**src/rtl/fb_scanout_pkg.sv**
```systemverilog
`default_nettype none
// ============================================================================
// Module      : fb_scanout_pkg
// Description : Shared definitions for the framebuffer scanout block.
//               - Default 640x480@60 timing: active, porch and sync widths
//                 plus the resulting line and frame totals.
//               - Framebuffer address width.
//               - Colour constants.
//               - The control bundle (sync, blank, frame_start) that rides
//                 the delay line next to the pixel data.
// Revision    : 1.0 - initial release
// ============================================================================
package fb_scanout_pkg;

    localparam int c_H_ACTIVE  = 640;
    localparam int c_H_FP      = 16;
    localparam int c_H_SYNC    = 96;
    localparam int c_H_BP      = 48;
    localparam int c_H_TOTAL   = c_H_ACTIVE + c_H_FP + c_H_SYNC + c_H_BP;   // 800

    localparam int c_V_ACTIVE  = 480;
    localparam int c_V_FP      = 10;
    localparam int c_V_SYNC    = 2;
    localparam int c_V_BP      = 33;
    localparam int c_V_TOTAL   = c_V_ACTIVE + c_V_FP + c_V_SYNC + c_V_BP;   // 525

    localparam int c_FB_ADDR_W = 19;

    localparam logic [7:0] c_COLOUR_WHITE = 8'hFF;
    localparam logic [7:0] c_COLOUR_BLACK = 8'h00;

    // Every field is active-high, so an all-zero bundle means "blanked, no
    // sync, no frame start". A cleared delay line therefore already shows
    // the idle output state.
    typedef struct packed {
        logic hs_act;   // horizontal sync pulse in progress
        logic vs_act;   // vertical sync pulse in progress
        logic h_vis;    // inside the visible part of the line
        logic v_vis;    // inside the visible lines of the frame
        logic de;       // visible pixel
        logic fs;       // first pixel of a frame
    } scan_ctrl_t;

endpackage
`default_nettype wire

```
**src/rtl/fb_delay_line.sv**
```systemverilog
`default_nettype none
// ============================================================================
// Module      : fb_delay_line
// Description : Shift register of parameterised depth. It delays the
//               scan_ctrl bundle so the bundle lines up with the pixel that
//               comes back from the framebuffer.
// Ports       : clk     - clock
//               rst     - synchronous active-high reset; clears every stage
//               i_d     - bundle entering the line
//               o_q     - bundle delayed by DEPTH clocks
//               o_q_pre - bundle delayed by DEPTH-1 clocks (the tap just
//                         before the output, used to qualify the pixel
//                         register)
// Parameters  : WIDTH - bundle width; DEPTH - number of stages, at least 2
// Revision    : 1.0 - initial release
// ============================================================================
module fb_delay_line #(
    parameter int WIDTH = 6,
    parameter int DEPTH = 3
) (
    input  logic             clk,
    input  logic             rst,
    input  logic [WIDTH-1:0] i_d,
    output logic [WIDTH-1:0] o_q,
    output logic [WIDTH-1:0] o_q_pre
);

    // Stage 0 sits in the least significant WIDTH bits.
    logic [DEPTH*WIDTH-1:0] r_chain;

    always_ff @(posedge clk) begin
        if (rst) begin
            r_chain <= '0;
        end else begin
            r_chain <= {r_chain[(DEPTH-1)*WIDTH-1:0], i_d};
        end
    end

    assign o_q     = r_chain[DEPTH*WIDTH-1     -: WIDTH];
    assign o_q_pre = r_chain[(DEPTH-1)*WIDTH-1 -: WIDTH];

endmodule
`default_nettype wire

```
**src/rtl/fb_scanout.sv**
```systemverilog
`default_nettype none
// ============================================================================
// Module      : fb_scanout
// Description : VGA-style raster generator that scans a grey framebuffer.
//               It issues one read per visible pixel. All sync, blank and
//               frame_start outputs are delayed by RD_LATENCY+1 clocks so
//               they stay aligned with the registered pixel.
// Ports       : clk_pixel   - pixel clock; all logic is on its rising edge
//               reset       - synchronous active-high reset
//               en          - scanout request; a frame in progress completes
//               fb_rd_en    - framebuffer read strobe
//               fb_rd_addr  - framebuffer pixel address
//               fb_rd_data  - grey pixel, RD_LATENCY clocks after fb_rd_en
//               hs, vs      - sync outputs, active-low
//               r, g, b     - pixel colour (grey: all three are equal)
//               VGA_HB, VGA_VB, VGA_DE - blanking and data enable
//               frame_start - one-clock pulse with the first pixel of a frame
// Options     : FB_SCANOUT_SCALE2_EN - show a 320x240 source as 2x2 blocks
//               (H_ACTIVE must be even)
// Revision    : 1.0 - initial release
// ============================================================================
module fb_scanout
    import fb_scanout_pkg::*;
#(
    parameter int H_ACTIVE   = c_H_ACTIVE,
    parameter int H_FP       = c_H_FP,
    parameter int H_SYNC     = c_H_SYNC,
    parameter int H_BP       = c_H_BP,
    parameter int V_ACTIVE   = c_V_ACTIVE,
    parameter int V_FP       = c_V_FP,
    parameter int V_SYNC     = c_V_SYNC,
    parameter int V_BP       = c_V_BP,
    parameter int RD_LATENCY = 2
) (
    input  logic                   clk_pixel,
    input  logic                   reset,
    input  logic                   en,
    output logic                   fb_rd_en,
    output logic [c_FB_ADDR_W-1:0] fb_rd_addr,
    input  logic [7:0]             fb_rd_data,
    output logic                   hs,
    output logic                   vs,
    output logic [7:0]             r,
    output logic [7:0]             g,
    output logic [7:0]             b,
    output logic                   VGA_HB,
    output logic                   VGA_VB,
    output logic                   VGA_DE,
    output logic                   frame_start
);

    localparam int H_TOTAL = H_ACTIVE + H_FP + H_SYNC + H_BP;
    localparam int V_TOTAL = V_ACTIVE + V_FP + V_SYNC + V_BP;
    localparam int H_W     = $clog2(H_TOTAL);
    localparam int V_W     = $clog2(V_TOTAL);

    localparam logic [H_W-1:0] c_H_LAST     = H_W'(H_TOTAL - 1);
    localparam logic [H_W-1:0] c_H_ACT      = H_W'(H_ACTIVE);
    localparam logic [H_W-1:0] c_H_ACT_LAST = H_W'(H_ACTIVE - 1);
    localparam logic [H_W-1:0] c_HS_FIRST   = H_W'(H_ACTIVE + H_FP);
    localparam logic [H_W-1:0] c_HS_LAST    = H_W'(H_ACTIVE + H_FP + H_SYNC - 1);
    localparam logic [V_W-1:0] c_V_LAST     = V_W'(V_TOTAL - 1);
    localparam logic [V_W-1:0] c_V_ACT      = V_W'(V_ACTIVE);
    localparam logic [V_W-1:0] c_V_ACT_LAST = V_W'(V_ACTIVE - 1);
    localparam logic [V_W-1:0] c_VS_FIRST   = V_W'(V_ACTIVE + V_FP);
    localparam logic [V_W-1:0] c_VS_LAST    = V_W'(V_ACTIVE + V_FP + V_SYNC - 1);

    localparam logic [0:0] S_IDLE = 1'b0;
    localparam logic [0:0] S_RUN  = 1'b1;

    logic [0:0]             r_state;
    logic [H_W-1:0]         r_h_cnt;
    logic [V_W-1:0]         r_v_cnt;
    logic [c_FB_ADDR_W-1:0] r_addr;
    logic [7:0]             r_pixel;

    logic       w_run;
    logic       w_h_wrap;
    logic       w_v_wrap;
    logic       w_active;
    logic       w_last_px;
    logic       w_step;
    scan_ctrl_t w_ctrl;
    scan_ctrl_t w_ctrl_q;
    scan_ctrl_t w_ctrl_pre;

    assign w_run     = (r_state == S_RUN);
    assign w_h_wrap  = (r_h_cnt == c_H_LAST);
    assign w_v_wrap  = (r_v_cnt == c_V_LAST);
    assign w_active  = w_run && (r_h_cnt < c_H_ACT) && (r_v_cnt < c_V_ACT);
    assign w_last_px = (r_h_cnt == c_H_ACT_LAST) && (r_v_cnt == c_V_ACT_LAST);

    // ------------------------------------------------------------------
    // Raster counters and run/idle control
    // ------------------------------------------------------------------
    always_ff @(posedge clk_pixel) begin
        if (reset) begin
            r_state <= S_IDLE;
            r_h_cnt <= '0;
            r_v_cnt <= '0;
        end else if (r_state == S_IDLE) begin
            r_h_cnt <= '0;
            r_v_cnt <= '0;
            if (en) begin
                r_state <= S_RUN;
            end
        end else begin
            if (w_h_wrap) begin
                r_h_cnt <= '0;
                if (w_v_wrap) begin
                    r_v_cnt <= '0;
                    // Only stop at the frame boundary. If en drops earlier,
                    // the current frame still completes.
                    if (!en) begin
                        r_state <= S_IDLE;
                    end
                end else begin
                    r_v_cnt <= r_v_cnt + 1'b1;
                end
            end else begin
                r_h_cnt <= r_h_cnt + 1'b1;
            end
        end
    end

    // ------------------------------------------------------------------
    // Incremental pixel address. The counter wraps to 0 at the last visible
    // pixel, so it always holds the address of the next pixel to fetch and
    // never goes past the end of the framebuffer.
    // ------------------------------------------------------------------
`ifdef FB_SCANOUT_SCALE2_EN
    localparam logic [c_FB_ADDR_W-1:0] c_REWIND = c_FB_ADDR_W'(H_ACTIVE / 2 - 1);
    // Each source pixel covers two columns, so the address moves on odd h.
    assign w_step = w_active && r_h_cnt[0];
`else
    assign w_step = w_active;
`endif

    always_ff @(posedge clk_pixel) begin
        if (reset || !w_run) begin
            r_addr <= '0;
        end else if (w_step) begin
            if (w_last_px) begin
                r_addr <= '0;
`ifdef FB_SCANOUT_SCALE2_EN
            end else if (!r_v_cnt[0] && (r_h_cnt == c_H_ACT_LAST)) begin
                // End of an even line: rewind so the odd line repeats the
                // same source row.
                r_addr <= r_addr - c_REWIND;
`endif
            end else begin
                r_addr <= r_addr + 1'b1;
            end
        end
    end

    assign fb_rd_en   = w_active;
    assign fb_rd_addr = r_addr;

    // ------------------------------------------------------------------
    // Control bundle at counter time, then delayed RD_LATENCY+1 clocks
    // ------------------------------------------------------------------
    always_comb begin
        w_ctrl        = '0;
        w_ctrl.hs_act = w_run && (r_h_cnt >= c_HS_FIRST) && (r_h_cnt <= c_HS_LAST);
        w_ctrl.vs_act = w_run && (r_v_cnt >= c_VS_FIRST) && (r_v_cnt <= c_VS_LAST);
        w_ctrl.h_vis  = w_run && (r_h_cnt < c_H_ACT);
        w_ctrl.v_vis  = w_run && (r_v_cnt < c_V_ACT);
        w_ctrl.de     = w_active;
        w_ctrl.fs     = w_run && (r_h_cnt == '0) && (r_v_cnt == '0);
    end

    fb_delay_line #(
        .WIDTH ($bits(scan_ctrl_t)),
        .DEPTH (RD_LATENCY + 1)
    ) u_delay (
        .clk     (clk_pixel),
        .rst     (reset),
        .i_d     (w_ctrl),
        .o_q     (w_ctrl_q),
        .o_q_pre (w_ctrl_pre)
    );

    // The tap before the output belongs to the pixel that fb_rd_data holds
    // now. Registering here makes that pixel leave together with w_ctrl_q.
    always_ff @(posedge clk_pixel) begin
        if (reset) begin
            r_pixel <= c_COLOUR_BLACK;
        end else begin
            r_pixel <= w_ctrl_pre.de ? fb_rd_data : c_COLOUR_BLACK;
        end
    end

    assign r           = r_pixel;
    assign g           = r_pixel;
    assign b           = r_pixel;
    assign hs          = ~w_ctrl_q.hs_act;
    assign vs          = ~w_ctrl_q.vs_act;
    assign VGA_HB      = ~w_ctrl_q.h_vis;
    assign VGA_VB      = ~w_ctrl_q.v_vis;
    assign VGA_DE      = w_ctrl_q.de;
    assign frame_start = w_ctrl_q.fs;

endmodule
`default_nettype wire

```
**config.mk**
```make
export PLATFORM = sky130hd
export DESIGN_NAME = fb_scanout
export DESIGN_NICKNAME = d
export VERILOG_FILES = /design/src/rtl/fb_scanout_pkg.sv /design/src/rtl/fb_delay_line.sv /design/src/rtl/fb_scanout.sv
export SDC_FILE = /design/constraint.sdc
export NUM_CORES = 1
export LEC_CHECK = 0
export ABC_CLOCK_PERIOD_IN_PS = 2500
export BUFFER_PORTS_ARGS = -buffer_cell sky130_fd_sc_hd__buf_2
export CAP_MARGIN = 20
export CORE_ASPECT_RATIO = 0.9
export CORE_UTILIZATION = 45
export DETAILED_ROUTE_END_ITERATION = 10
export PLACE_DENSITY_LB_ADDON = 0.1
export SLEW_MARGIN = 25
export SYNTH_ARGS = -nofsm -noshare
export SYNTH_HDL_FRONTEND = slang
export SYNTH_SLANG_ARGS = --single-unit
export TNS_END_PERCENT = 5
```
**constraint.sdc**
```tcl
create_clock -name clk_pixel -period 2.5 [get_ports clk_pixel]
set_input_delay 0.375 -clock clk_pixel [delete_from_list [all_inputs] [get_ports clk_pixel]]
set_output_delay 0.375 -clock clk_pixel [all_outputs]
set_load 0.1 [all_outputs]
```
==> impl_results.md <==
- Synth-to-Final Area Change: 17.5%
- Fin Setup TNS: 0 ns
- Worst Setup SP: r_v_cnt[5]$_SDFFE_PP0N_
- Row cnt: 27
- Hold_ws: 0.225 ns
- ANT cells: 0
- Clock Power Share: 0.455
- Switching share of power: 0.255
- DIE AREA: 0.00672 mm^2
- Peak VDD IR: 0.444 mV
- Final hold violation count: 0
- Largest net degree at the start of global routing: 20
- Post-CTS Setup Repair Bufs: 0
- Mapped Nets: 340
- Placer Congestion: approximately 0.87
- Finished Core Util: 0.550
- Reg-to-reg endpoint: fb_rd_addr[15]$_SDFFE_PP0P_
- Clk buf depth: 2
- Final setup viols: 0
- DR pass1 iterations: 4
- Post-synth EDFFs: 0
- Final ANT Viol Nets: 0
- Post-synth ARST share: 0
- Hold crit path type: in2reg
- Worst-case reg-to-reg path depth: 4
- Worst-Margin Slew: 0.468 ns
- Register bit total from synthesis: 66
- RSZ-0062 raised after global routing: false
- Critical path type: reg2out
- TritonCTS Buffers: 9
- Overall Power: 2.24 mW
- Met1 usage: 0.250
- Met2 usage: 0.284
- Avg Cell Area, Syn: 8.91 um^2
- DR vias/cell: 5.08
- Internal power: 1.67 mW
- Initial antenna violation count: 0
- Top Ports: 61
- Power Density: around 660 mW/mm^2
- Clock root buffer: clkbuf_8
- Hold worst-path end: b[0]$_SDFF_PP0_
- Max H-tree Level: 3
- Clk_lat worst skew: roughly 0.34 ns
- GRT Overall Usage: 0.192
- Setup Skew: 0.00444 ns
- I/O Buffers: 60
- Global-route wire length before repair: 9760 um
- Pins over their slew limit: 0
- TritonCTS clock tree: built
- Final Net Count: 389
- Hold Startpoint: fb_rd_data[0]
- Detailed placement HPWL: around 4200 um
- Status: complete, no violations
- Reg power frac: 0.480
- NetSw: 0.571 mW
- Final worst path period share: 0.853
- Tmin final: 2.13 ns
- Post-CTS Resized: 0
- YS warnings: 0
- Top FF cell, synth: dfxtp_1
- Vias in the first global route: 2004
- Worst endpoint required time: 2.12 ns
- Max-Slew Margin vs Limit: 0.685
- MaxCap Viol Count: 0
- Core area: 0.00615 mm^2
- Met3 usage: 0.0755
- CP Data Arrival Time: between 1.5 and 2 ns
- Hold depth: 2
- Die height: roughly 78 um
- Max Freq: 0.469 GHz
- Critical Path Start Type: register
- Static Leak: 1.35 nW
- RR Startpoint: r_v_cnt[5]$_SDFFE_PP0N_
- Worst-path fanout max: 10
- Syn Inst Count: between 300 and 400
- Die Width: 86.3 um
- Overflow after GRT: 0
- Clock Pin Slew Worst Setup and Hold Paths: 0.08 ns
- WL final: roughly 6000 um
- Vias: 2358
- Gr busiest metal: met2
- Synth unique cells: 33
- Clk sinks: 66
- Wirelength per Cell: 12.6 um
- Seq/Total Area, Yosys: 0.459
- Post-Syn Area: 0.00288 mm^2
- Combinational power share: 0.066
- Reg2Reg Setup Slack: 0.40 ns
- DRC: 0
- Drt initial violations: 136
- Share of cells above drive strength 1: 0.236
- Post-cts hold buffer count: 0
- Crit. End Element: primary output
- Starting Density: 0.468
-- worst max-delay path, stage by stage (launching register included) --
cell     delay [ns]
dfxtp_1        0.42
a41oi_1        0.28
nand3_1        0.14
inv_1          0.13
buf_2          0.44
-- cell type report --
| type | instances | area (um^2) |
|---|---|---|
| Clock buffer | 9 | 124 |
| Clock inverter | 7 | 100 |
| Inverter | 14 | 52.6 |
| Multi-Input combinational cell | 214 | 1320 |
| Timing Repair Buffer | 67 | 353 |
| Tap cell | 87 | 109 |
| Fill cell | 618 | 2770 |
| Sequential cell | 66 | 1330 |
-- layer usage --
metal  vias to the layer above  wire length, um
met5                         -                0
met4                         0               48
met3                         4              327
met2                        60             2660
met1                      1067             2830
li1                       1227                -
-- placed cells by master (no fill, tap or decap), drive strengths merged, types with 2 or more instances in the layout --
| cell type | netlist | layout |
|---|---|---|
| nor2 | 29 | 29 |
| bufinv | 0 | 2 |
| and3 | 10 | 10 |
| nor3 | 4 | 4 |
| buf | 22 | 67 |
| o31ai | 10 | 10 |
| xor2 | 9 | 9 |
| xnor2 | 10 | 10 |
| or3 | 9 | 9 |
| or4 | 13 | 13 |
| and4 | 3 | 3 |
| nand2 | 19 | 19 |
| a21oi | 19 | 19 |
| clkbuf | 7 | 9 |
| ha | 6 | 6 |
| nand4 | 15 | 15 |
| clkinv | 0 | 2 |
| nand3 | 14 | 14 |
| and2 | 8 | 8 |
| dfxtp | 66 | 66 |
| nor4 | 6 | 6 |
| inv | 14 | 17 |
| o21ai | 10 | 10 |
| nor2b | 13 | 13 |
-- worst max-delay path by stage --
stage | to | slack (ns) | depth (start not counted)
after CTS | fb_rd_en | 0.33 | 4
after global routing | fb_rd_en | 0.21 | 4
final | fb_rd_en | 0.37 | 4
after floorplan | fb_rd_addr[14]$_SDFFE_PP0P_ | 0.02 | 5
after global placement | fb_rd_addr[13]$_SDFFE_PP0P_ | 0.46 | 4
after detailed placement | fb_rd_addr[15]$_SDFFE_PP0P_ | 0.42 | 4
-- cell usage after synthesis (10+ instances only) --
| cell | n | area share |
|---|---|---|
| dfxtp_1 | 66 | 0.46 |
| nor2_1 | 29 | 0.038 |
| a21oi_1 | 19 | 0.033 |
| nand2_1 | 19 | 0.025 |
| buf_4 | 17 | 0.044 |
| nand4_1 | 15 | 0.033 |
| inv_1 | 14 | 0.018 |
| nand3_1 | 14 | 0.024 |
| nor2b_1 | 13 | 0.028 |
| or4_1 | 13 | 0.034 |
| and3_1 | 10 | 0.022 |
| xnor2_1 | 10 | 0.030 |
-- power groups by stage --
stage / clock, mW / sequential [mW] / combinational [mW]
floorplan: 0 / 1.13 / 0.0871
global placement: 0 / 1.10 / 0.148
detailed placement: 0 / 1.10 / 0.148
CTS: 1.05 / 1.07 / 0.148
global route: 1.10 / 1.08 / 0.157
finish: 1.02 / 1.07 / 0.147
-- cell families (layout without fill, tap and decap cells) --
logic type | Yosys count | after routing | synth area share
AND/OR/NAND/NOR | 146 | 146 | 0.280
buffers and inverters | 43 | 97 | 0.0826
XOR/XNOR | 19 | 19 | 0.0578
flip-flops | 66 | 66 | 0.459
adder cells (fa/ha/maj) | 6 | 6 | 0.0261
AO/OA/AOI/OAI | 43 | 43 | 0.0943
-- registers in the layout (all words and copies together) (netlist names) --
register,cells
r_v_cnt,10
r_h_cnt,10
r_state,1
fb_rd_addr,19
b,8
u_delay.r_chain,18
-- metrics by stage --
step / cell area [um^2] / setup slack (ns) / cells
2_1_floorplan: 2880 / 0.0158 / 323
3_3_place_gp: 3160 / 0.457 / 448
3_5_place_dp: 3160 / 0.417 / 448
4_1_cts: 3380 / 0.326 / 464
5_1_grt: 3380 / 0.212 / 464
6_report: 3380 / 0.368 / 464
Note: power is estimated with default switching activity, not from simulation.
